## config.mk

```make
export PLATFORM = sky130hd
export DESIGN_NAME = rsa256_stream_host_flat
export DESIGN_NICKNAME = d
export VERILOG_FILES = /design/src/rtl/rsa256_pkg.sv /design/src/rtl/rsa256_stream_host_if.sv /design/src/rtl/rsa256_stream_host.sv /design/src/flat_wrapper.sv
export SDC_FILE = /design/constraint.sdc
export NUM_CORES = 2
export LEC_CHECK = 0
export ABC_CLOCK_PERIOD_IN_PS = 90700
export BUFFER_PORTS_ARGS = -buffer_cell sky130_fd_sc_hd__clkbuf_2
export CAP_MARGIN = 5
export CORE_AREA = 5 5 409 411
export CTS_BUF_LIST = sky130_fd_sc_hd__clkbuf_8
export DETAILED_ROUTE_END_ITERATION = 7
export DIE_AREA = 0 0 414 416
export GPL_TIMING_DRIVEN = 0
export SLEW_MARGIN = 20
export SYNTH_ARGS = -nofsm -noshare
export SYNTH_HDL_FRONTEND = slang
export SYNTH_SLANG_ARGS = --single-unit
```

## constraint.sdc

```tcl
create_clock -name i_clk -period 90.7 [get_ports i_clk]
set_clock_uncertainty 0.05 [all_clocks]
set_input_delay 9.07 -clock i_clk [delete_from_list [all_inputs] [get_ports i_clk]]
set_output_delay 9.07 -clock i_clk [all_outputs]
set_load 0.02 [all_outputs]
```

## src/rtl/rsa256_pkg.sv

```systemverilog
// Shared constants and state encoding for the RSA256 stream host.
package rsa256_pkg;
  localparam int KEY_W     = 256;
  localparam int IN_BYTES  = KEY_W / 8;
  localparam int OUT_BYTES = KEY_W / 8 - 1;
  localparam int CNT_W     = $clog2(IN_BYTES);

  typedef enum logic [2:0] {
    S_GET_N,
    S_GET_D,
    S_GET_A,
    S_START,
    S_WAIT,
    S_SEND
  } host_state_e;
endpackage

```

## src/rtl/rsa256_stream_host_if.sv

```systemverilog
// Byte stream, plaintext stream and RSA core handshake bundle.
// The master modport is the host's view; slave is the surrounding environment.
interface rsa256_stream_host_if;
  import rsa256_pkg::*;

  logic [7:0]       i_rx_data;
  logic             i_rx_valid;
  logic             o_rx_ready;
  logic [7:0]       o_tx_data;
  logic             o_tx_valid;
  logic             i_tx_ready;
  logic             i_rekey;
  logic             o_core_start;
  logic [KEY_W-1:0] o_core_a;
  logic [KEY_W-1:0] o_core_d;
  logic [KEY_W-1:0] o_core_n;
  logic [KEY_W-1:0] i_core_result;
  logic             i_core_finished;
  logic             o_busy;

  modport master (
    input  i_rx_data, i_rx_valid, i_tx_ready, i_rekey, i_core_result, i_core_finished,
    output o_rx_ready, o_tx_data, o_tx_valid, o_core_start, o_core_a, o_core_d, o_core_n,
           o_busy
  );

  modport slave (
    output i_rx_data, i_rx_valid, i_tx_ready, i_rekey, i_core_result, i_core_finished,
    input  o_rx_ready, o_tx_data, o_tx_valid, o_core_start, o_core_a, o_core_d, o_core_n,
           o_busy
  );
endinterface

```

## src/rtl/rsa256_stream_host.sv

```systemverilog
// Host for the RSA256 core: loads n and d once, then for every received cipher block
// starts the core and streams the plaintext back out byte by byte.
//
//  state   | meaning
//  S_GET_N | shifting in modulus bytes
//  S_GET_D | shifting in private exponent bytes
//  S_GET_A | shifting in cipher block bytes; rekey accepted only before the first byte
//  S_START | one-cycle start pulse to the core
//  S_WAIT  | waiting for the core to finish
//  S_SEND  | emitting the plaintext bytes, top result byte dropped
module rsa256_stream_host
  import rsa256_pkg::*;
(
  input logic                  i_clk,
  input logic                  i_rst,
  rsa256_stream_host_if.master bus
);
  host_state_e      state_q;
  logic [CNT_W-1:0] cnt_q;
  logic [KEY_W-1:0] n_q, d_q, a_q;
  logic [KEY_W-9:0] out_q;
  logic             start_q, tx_valid_q, busy_q;

  logic in_get, rekey_ok, rx_ready, rx_fire, last_in, last_out;
  // the result's top byte never leaves the block
  logic unused_res_top;

  assign unused_res_top = ^bus.i_core_result[KEY_W-1:KEY_W-8];

  assign in_get   = (state_q == S_GET_N) || (state_q == S_GET_D) || (state_q == S_GET_A);
  // a rekey request takes priority over a byte offered in the same cycle
  assign rekey_ok = (state_q == S_GET_A) && (cnt_q == '0) && bus.i_rekey;
  assign rx_ready = in_get && !rekey_ok;
  assign rx_fire  = rx_ready && bus.i_rx_valid;
  assign last_in  = (cnt_q == CNT_W'(IN_BYTES - 1));
  assign last_out = (cnt_q == CNT_W'(OUT_BYTES - 1));

  assign bus.o_rx_ready   = rx_ready;
  assign bus.o_tx_data    = out_q[KEY_W-9 -: 8];
  assign bus.o_tx_valid   = tx_valid_q;
  assign bus.o_core_start = start_q;
  assign bus.o_busy       = busy_q;
  assign bus.o_core_a     = a_q;
  assign bus.o_core_d     = d_q;
  assign bus.o_core_n     = n_q;

  // sequencing FSM with operand shift registers and registered handshake outputs
  always_ff @(posedge i_clk or posedge i_rst) begin
    if (i_rst) begin
      state_q    <= S_GET_N;
      cnt_q      <= '0;
      n_q        <= '0;
      d_q        <= '0;
      a_q        <= '0;
      out_q      <= '0;
      start_q    <= 1'b0;
      tx_valid_q <= 1'b0;
      busy_q     <= 1'b0;
    end else begin
      case (state_q)
        S_GET_N: if (rx_fire) begin
          n_q <= {n_q[KEY_W-9:0], bus.i_rx_data};
          if (last_in) begin
            state_q <= S_GET_D;
            cnt_q   <= '0;
          end else cnt_q <= cnt_q + CNT_W'(1);
        end
        S_GET_D: if (rx_fire) begin
          d_q <= {d_q[KEY_W-9:0], bus.i_rx_data};
          if (last_in) begin
            state_q <= S_GET_A;
            cnt_q   <= '0;
          end else cnt_q <= cnt_q + CNT_W'(1);
        end
        S_GET_A: begin
          if (rekey_ok) begin
            state_q <= S_GET_N;
            cnt_q   <= '0;
          end else if (rx_fire) begin
            a_q <= {a_q[KEY_W-9:0], bus.i_rx_data};
            if (last_in) begin
              state_q <= S_START;
              start_q <= 1'b1;
              cnt_q   <= '0;
            end else cnt_q <= cnt_q + CNT_W'(1);
          end
        end
        S_START: begin
          start_q <= 1'b0;
          busy_q  <= 1'b1;
          state_q <= S_WAIT;
        end
        S_WAIT: if (bus.i_core_finished) begin
          out_q      <= bus.i_core_result[KEY_W-9:0];
          tx_valid_q <= 1'b1;
          state_q    <= S_SEND;
          cnt_q      <= '0;
        end
        S_SEND: if (bus.i_tx_ready) begin
          out_q <= {out_q[KEY_W-17:0], 8'h00};
          if (last_out) begin
            tx_valid_q <= 1'b0;
            busy_q     <= 1'b0;
            state_q    <= S_GET_A;
            cnt_q      <= '0;
          end else cnt_q <= cnt_q + CNT_W'(1);
        end
        default: begin
          state_q <= S_GET_N;
          cnt_q   <= '0;
        end
      endcase
    end
  end
endmodule
```

## src/flat_wrapper.sv

```systemverilog
// flat-port wrapper written by rule: the top's interface ports become plain ports
module rsa256_stream_host_flat import rsa256_pkg::*;
  (i_clk, i_rst, bus_i_rx_data, bus_i_rx_valid, bus_i_tx_ready, bus_i_rekey, bus_i_core_result, bus_i_core_finished, bus_o_rx_ready, bus_o_tx_data, bus_o_tx_valid, bus_o_core_start, bus_o_core_a, bus_o_core_d, bus_o_core_n, bus_o_busy);
  rsa256_stream_host_if bus_i ();
  input logic i_clk;
  input logic i_rst;
  input wire logic [$bits(bus_i.i_rx_data)-1:0] bus_i_rx_data;
  input wire logic [$bits(bus_i.i_rx_valid)-1:0] bus_i_rx_valid;
  input wire logic [$bits(bus_i.i_tx_ready)-1:0] bus_i_tx_ready;
  input wire logic [$bits(bus_i.i_rekey)-1:0] bus_i_rekey;
  input wire logic [$bits(bus_i.i_core_result)-1:0] bus_i_core_result;
  input wire logic [$bits(bus_i.i_core_finished)-1:0] bus_i_core_finished;
  output wire logic [$bits(bus_i.o_rx_ready)-1:0] bus_o_rx_ready;
  output wire logic [$bits(bus_i.o_tx_data)-1:0] bus_o_tx_data;
  output wire logic [$bits(bus_i.o_tx_valid)-1:0] bus_o_tx_valid;
  output wire logic [$bits(bus_i.o_core_start)-1:0] bus_o_core_start;
  output wire logic [$bits(bus_i.o_core_a)-1:0] bus_o_core_a;
  output wire logic [$bits(bus_i.o_core_d)-1:0] bus_o_core_d;
  output wire logic [$bits(bus_i.o_core_n)-1:0] bus_o_core_n;
  output wire logic [$bits(bus_i.o_busy)-1:0] bus_o_busy;
  assign bus_i.i_rx_data = bus_i_rx_data;
  assign bus_i.i_rx_valid = bus_i_rx_valid;
  assign bus_i.i_tx_ready = bus_i_tx_ready;
  assign bus_i.i_rekey = bus_i_rekey;
  assign bus_i.i_core_result = bus_i_core_result;
  assign bus_i.i_core_finished = bus_i_core_finished;
  assign bus_o_rx_ready = bus_i.o_rx_ready;
  assign bus_o_tx_data = bus_i.o_tx_data;
  assign bus_o_tx_valid = bus_i.o_tx_valid;
  assign bus_o_core_start = bus_i.o_core_start;
  assign bus_o_core_a = bus_i.o_core_a;
  assign bus_o_core_d = bus_i.o_core_d;
  assign bus_o_core_n = bus_i.o_core_n;
  assign bus_o_busy = bus_i.o_busy;
  rsa256_stream_host u_core (.i_clk(i_clk), .i_rst(i_rst), .bus(bus_i));
endmodule
```

# Word level (Yosys, flattened, before mapping)
# Cells that the tools add are included.
# Widths: inputs -> output; s select.
[word_totals]
reg_bits = 1027
in_bits = 270
rom_bits = 0
memories = 0
ramBits = 0
output_inout_bits = 780
latch_bits = 0
word_cells = 83
[op_classes]
add_sub_neg = 1
shift = 0
n_eq_ne = 19
n_mul = 0
mux = 30
n_div = 0
order_cmp = 0
reduce_logical = 22
bitwise_logic = 2
[ops]
columns = ["cell", "n"]
rows = [
  ["$mux 248", 2],
  ["$pmux 248 s2", 1],
  ["$mux 3", 10],
  ["$mux 5", 6],
  ["$pmux 5 s5", 1],
  ["$pmux 3 s6", 1],
  ["$ne 2x1->1 const B", 7],
  ["$reduce_and 3->1", 4],
  ["$eq 5x5->1 const B", 2],
  ["$reduce_and 9->1", 1],
  ["$reduce_and 4->1", 2],
  ["$eq 3x2->1 const B", 2],
  ["$eq 3x3->1 const B", 2],
  ["$mux 1", 6],
  ["$ne 2x2->1 const B", 3],
  ["$ne 3x1->1 const B", 2],
  ["$pmux 1 s2", 3],
  ["$reduce_bool 2->1", 3],
  ["$add 5x1->5 const B", 1],
  ["$logic_not 5->1", 1],
  ["$logic_and 1x1->1", 4],
  ["$reduce_and 2->1", 2],
  ["$eq 3x1->1 const B", 1],
  ["$logic_not 3->1", 1],
  ["4 further kinds", 6],
]

# Depth between registers and ports, before layout
[logic_depth]
depth_word = 9
ltp_mapped = 8
ltp_nobuf = 7

# Least setup slack after synthesis
# Ideal clock, no wire load.
[synth_path]
kind = "input to output"
start = "input port bus_i_rekey"
end = "output port bus_o_rx_ready"
t_required_ns = 81.580
path_slack_ns = 71.749
arrival_ns = 9.831
n_path_buf = 0
path_stages = 3
cell_sequence = "nor3b_4 a21o_4 a21oi_1"
[synth_between]
elab_chain_len = 3
[synth_lines]
columns = ["item", "line_no", "rtl"]
rows = [
  ["start: declaration", "flat_wrapper.sv:10", "input wire logic [$bits(bus_i.i_rekey)-1:0] bus_i_rekey;"],
  ["$logic_and 1x1->1", "rsa256_stream_host.sv:32", "assign rekey_ok = (state_q == S_GET_A) && (cnt_q == '0) && bus.i_rekey;"],
  ["$logic_not 1->1", "rsa256_stream_host.sv:33", "assign rx_ready = in_get && !rekey_ok;"],
  ["$logic_and 1x1->1", "rsa256_stream_host.sv:33", ""],
  ["end: declaration", "flat_wrapper.sv:13", "output wire logic [$bits(bus_i.o_rx_ready)-1:0] bus_o_rx_ready;"],
]
# No other way between the ends.

# Worst setup path after layout
# Same ends and word-level chain as after synthesis.

==> results.md <==
| Item | Reported | Unit |
|---|---|---|
| Die span in y | 416 | um |
| Final setup TNS | 0 | ns |
| Type of the worst min-delay path | reg2reg | - |
| Average instance area after synthesis | 14.9 | sq um |
| Pleak | 29.0 | nW |
| Signed area change from the synthesized netlist to the final layout | 28.3 | % |
| Detailed-route DRC error count | 0 | - |
| Post-synthesis instance total | 2802 | - |
| Via Count | 27800 | - |
| Drt via density | 4.37 | - |
| Layout cells sized above 1 | 0.531 | - |
| Type of origin of the critical path | input pin | - |
| Leading cell types in the layout, fill and taps excluded | clkbuf_2 (1041), dfrtp_1 (1027), mux2_2 (503) | - |
| Slew margin rel. | 0.351 | - |
| Measured slew at the worst slew-check pin | 0.968 | ns |
| Total die area | 172000 | sq um |
| Number of global-route vias before repair | 29700 | - |
| CTS tree | yes | - |
| Fin. max-slew vios | 0 | - |
| Most common cell after layout, fill and taps aside | clkbuf_2 | - |
| Overall routed net length | 143000 | um |
| Category of the critical setup timing path | in2out | - |
| Horiz. Die Dim | 414 | um |
| Power after layout | 0.00155 | W |
| Overall global routing resource usage | 0.161 | - |
| Routability cong. | 0.874 | - |
| Number of synthesized register bits | 1027 | - |
| Syn Nets | 3076 | - |
| Io pins | 1050 | - |
| Post-CTS setup repair buffer count | 0 | - |
| Num rows | 149 | - |
| Data arrival time of the worst path | 9.96 | ns |
| Synth Area in Compound Gates | 0.0350 | - |
| Summed instance area of the synthesized netlist | 41800 | sq um |
| Share of the clock period used by the worst path | 0.210 | - |
| Number of DRC violations after detailed-routing iteration 0 | 1523 | - |
| Number of nets with antenna violations after detailed routing | 0 | - |
| Crit. Startpoint | bus_i_rekey | - |
| Worst Path Required | 81.58 | ns |
| Initial standard-cell utilization of the core | 0.256 | - |
| Multiplexer area fraction after synthesis | 0.286 | - |
| # fillers | 16600 | - |
| Max incr delay on CP | 0.25 | ns |
| Unrepaired setup endpoints after global routing | false | - |
| Total cell area at the placement stage | 50100 | sq um |
| Final hold violation count | 0 | - |
| Clk Latency, worst-skew pair | 0.89 | ns |
| Number of synthesized flops with an enable pin | 0 | - |
| Fin area | 53700 | sq um |
| R2r startpoint | u_core.state_q[2]$_DFFE_PP0P_ | - |
| Setup-failing EPs final | 0 | - |
| Worst Min Path Start | u_core.out_q[12]$_DFFE_PP0P_ | - |
| Number of detailed-route iterations in the first pass | 6 | - |
| Number of max-capacitance violations reported | 0 | - |
| Cell variety after synth | 48 | - |
| Xor-xnor portion of the synthesized cell area | 0.000209 | - |
| Overall overflow remaining after global route | 0 | - |
| Detailed-placement wirelength estimate | 112000 | um |
| Result of the run | finished, final reports clean | - |
| Initial antenna violation count | 17 | - |
| Core outline area | 164000 | sq um |
| Root cell of the clock tree | clkbuf_8 | - |
| Largest family of logic cells by synthesized area | multiplexers | - |
| Async set or reset register ratio after synthesis | 1.00 | - |
| Synth Warn # | 0 | - |
| Number of buffers created by CTS | 177 | - |
| Standard cell with the maximum stage delay on the critical path | a21o_4 | - |
| Post-layout nets | 4307 | - |
| Maximum clock frequency | 52.4 | MHz |
| Synthesized-area fraction occupied by adder cells | 0.00120 | - |
| CTS H-tree depth | 4 | - |
| Peak VDD IR | 22.5 | uV |
| Crit Path Max Fanout | 5 | - |
| Count of hold-fix buffers inserted at cts | 0 | - |
| Cell Chain, Critical Path | clkbuf_2, nor3b_4, a21o_4, a21oi_1, clkbuf_2 | - |
| Most common cell type on the critical path | clkbuf_2 | - |
| Time the worst path needs with I/O delays and setup | 19.08 | ns |
| Type of destination of the critical path | primary output | - |
| Number of buffers between clock root and the deepest sink | 3 | - |
| Proportion of synthesized chip area in sequential cells | 0.614 | - |
| Area fraction in and, or, nand and nor cells after synthesis | 0.0291 | - |
| Gate family responsible for the most delay along the worst path | compound AO/OA/AOI/OAI gates | - |
| Clock edge transition at the registers on the reported setup and hold paths | 0.05 | ns |
| Number of buffers and inverters on the critical path | 2 | - |
| Cells resized by post-CTS repair | 0 | - |
| Clock sink total | 1027 | - |
| Port Buffer Count | 1041 | - |
| Most used flip-flop cell after synthesis | dfrtp_1 | - |
| Routed wire per std cell | 22.4 | um |
| Power Dens Cells | 28.9 | nW/um^2 |
| Global-route wire length before repair | 208000 | um |
| Maximum number of pins on one net before global-route repair | 105 | - |
-- cells in the mapped netlist, types with 5 or more instances --
master / number / area [sq um]
clkbuf_1: 28 / 105
mux2_4: 240 / 3600
nand2_1: 265 / 995
buf_2: 72 / 360
inv_1: 6 / 22.5
mux2_1: 27 / 304
buf_12: 26 / 521
mux2i_1: 240 / 2400
nor2_1: 5 / 18.8
mux2_2: 503 / 5660
o21ai_0: 251 / 1260
buf_4: 52 / 390
a21oi_1: 6 / 30.0
dfrtp_1: 1027 / 25700
-- through the flow --
stage	hold slack, ns	cells	util	setup WS, ns
6_report	0.425	6360	0.328	71.62
3_3_place_gp	0.411	6032	0.304	40.96
3_5_place_dp	0.419	6043	0.306	71.61
2_1_floorplan	0.399	2802	-	52.68
4_1_cts	0.432	6347	0.328	71.61
5_1_grt	0.445	6356	0.328	71.59
-- power breakdown --
| group | switching [W] | leakage (nW) | total (W) | internal, W |
|---|---|---|---|---|
| clock network | 0.000195 | 2.03 | 0.000426 | 0.000231 |
| logic | 0.000270 | 13.3 | 0.000459 | 0.000189 |
| registers | 0.0000947 | 13.6 | 0.000667 | 0.000572 |
| total | 0.000560 | 29.0 | 0.00155 | 0.000992 |
-- metal layers --
metal / global-route usage / wire length (um) / vias to the layer above / part of all wire
met1: 0.183 / 55100 / 14300 / 0.39
met4: 0.0547 / 3490 / 4 / 0.025
li1: - / - / 12300 / -
met2: 0.284 / 74000 / 937 / 0.52
met3: 0.0523 / 9980 / 202 / 0.070
met5: 0 / 23 / - / 0.00016
-- worst min-delay path: cells and delay by family, from the launching register on --
| family | cells | cell delay, ns |
|---|---|---|
| compound gates | 1 | 0.06 |
| flops | 1 | 0.33 |
| simple gates | 1 | 0.05 |
-- final cells by class --
class,instances,area (sq um),area share
tap,2189,2740,0.0510
clock buffer,219,3010,0.0562
inverter,6,30.0,0.000560
antenna,13,32.5,0.000606
multi-input combinational,1589,14700,0.274
sequential,1027,25700,0.479
clock inverter,85,524,0.00977
timing repair buffer,1052,5510,0.103
buffer,180,1390,0.0259
-- final timing paths --
check / end / slack [ns] / cells after the start
max: bus_o_rx_ready / 71.62 / 5
min: u_core.out_q[12]$_DFFE_PP0P_ / 0.43 / 2
max reg2reg: u_core.bus.o_core_n[255]$_DFFE_PP0P_ / 88.03 / 6
min reg2reg: u_core.out_q[12]$_DFFE_PP0P_ / 0.43 / 2
max in group asynchronous: u_core.bus.o_core_d[104]$_DFFE_PP0P_ / 79.40 / 7
min in group asynchronous: u_core.bus.o_core_a[132]$_DFFE_PP0P_ / 8.27 / 2
-- sequential cells by signal, summed over array words and instances, names as in the netlist --
| register | count |
|---|---|
| u_core.bus.o_core_a | 256 |
| u_core.bus.o_core_d | 256 |
| u_core.bus.o_core_n | 256 |
| u_core.out_q | 248 |
| u_core.cnt_q | 5 |
| u_core.state_q | 3 |
| u_core.bus.o_busy | 1 |
| u_core.bus.o_core_start | 1 |
| u_core.bus.o_tx_valid | 1 |
-- kinds of logic after synthesis --
logic type,after synthesis
AO/OA/AOI/OAI,278
flip-flops,1027
adder cells (fa/ha/maj),4
multiplexers,1010
XOR/XNOR,1
AND/OR/NAND/NOR,296
buffers and inverters,186
No activity file was read; power rests on OpenSTA's default activity.
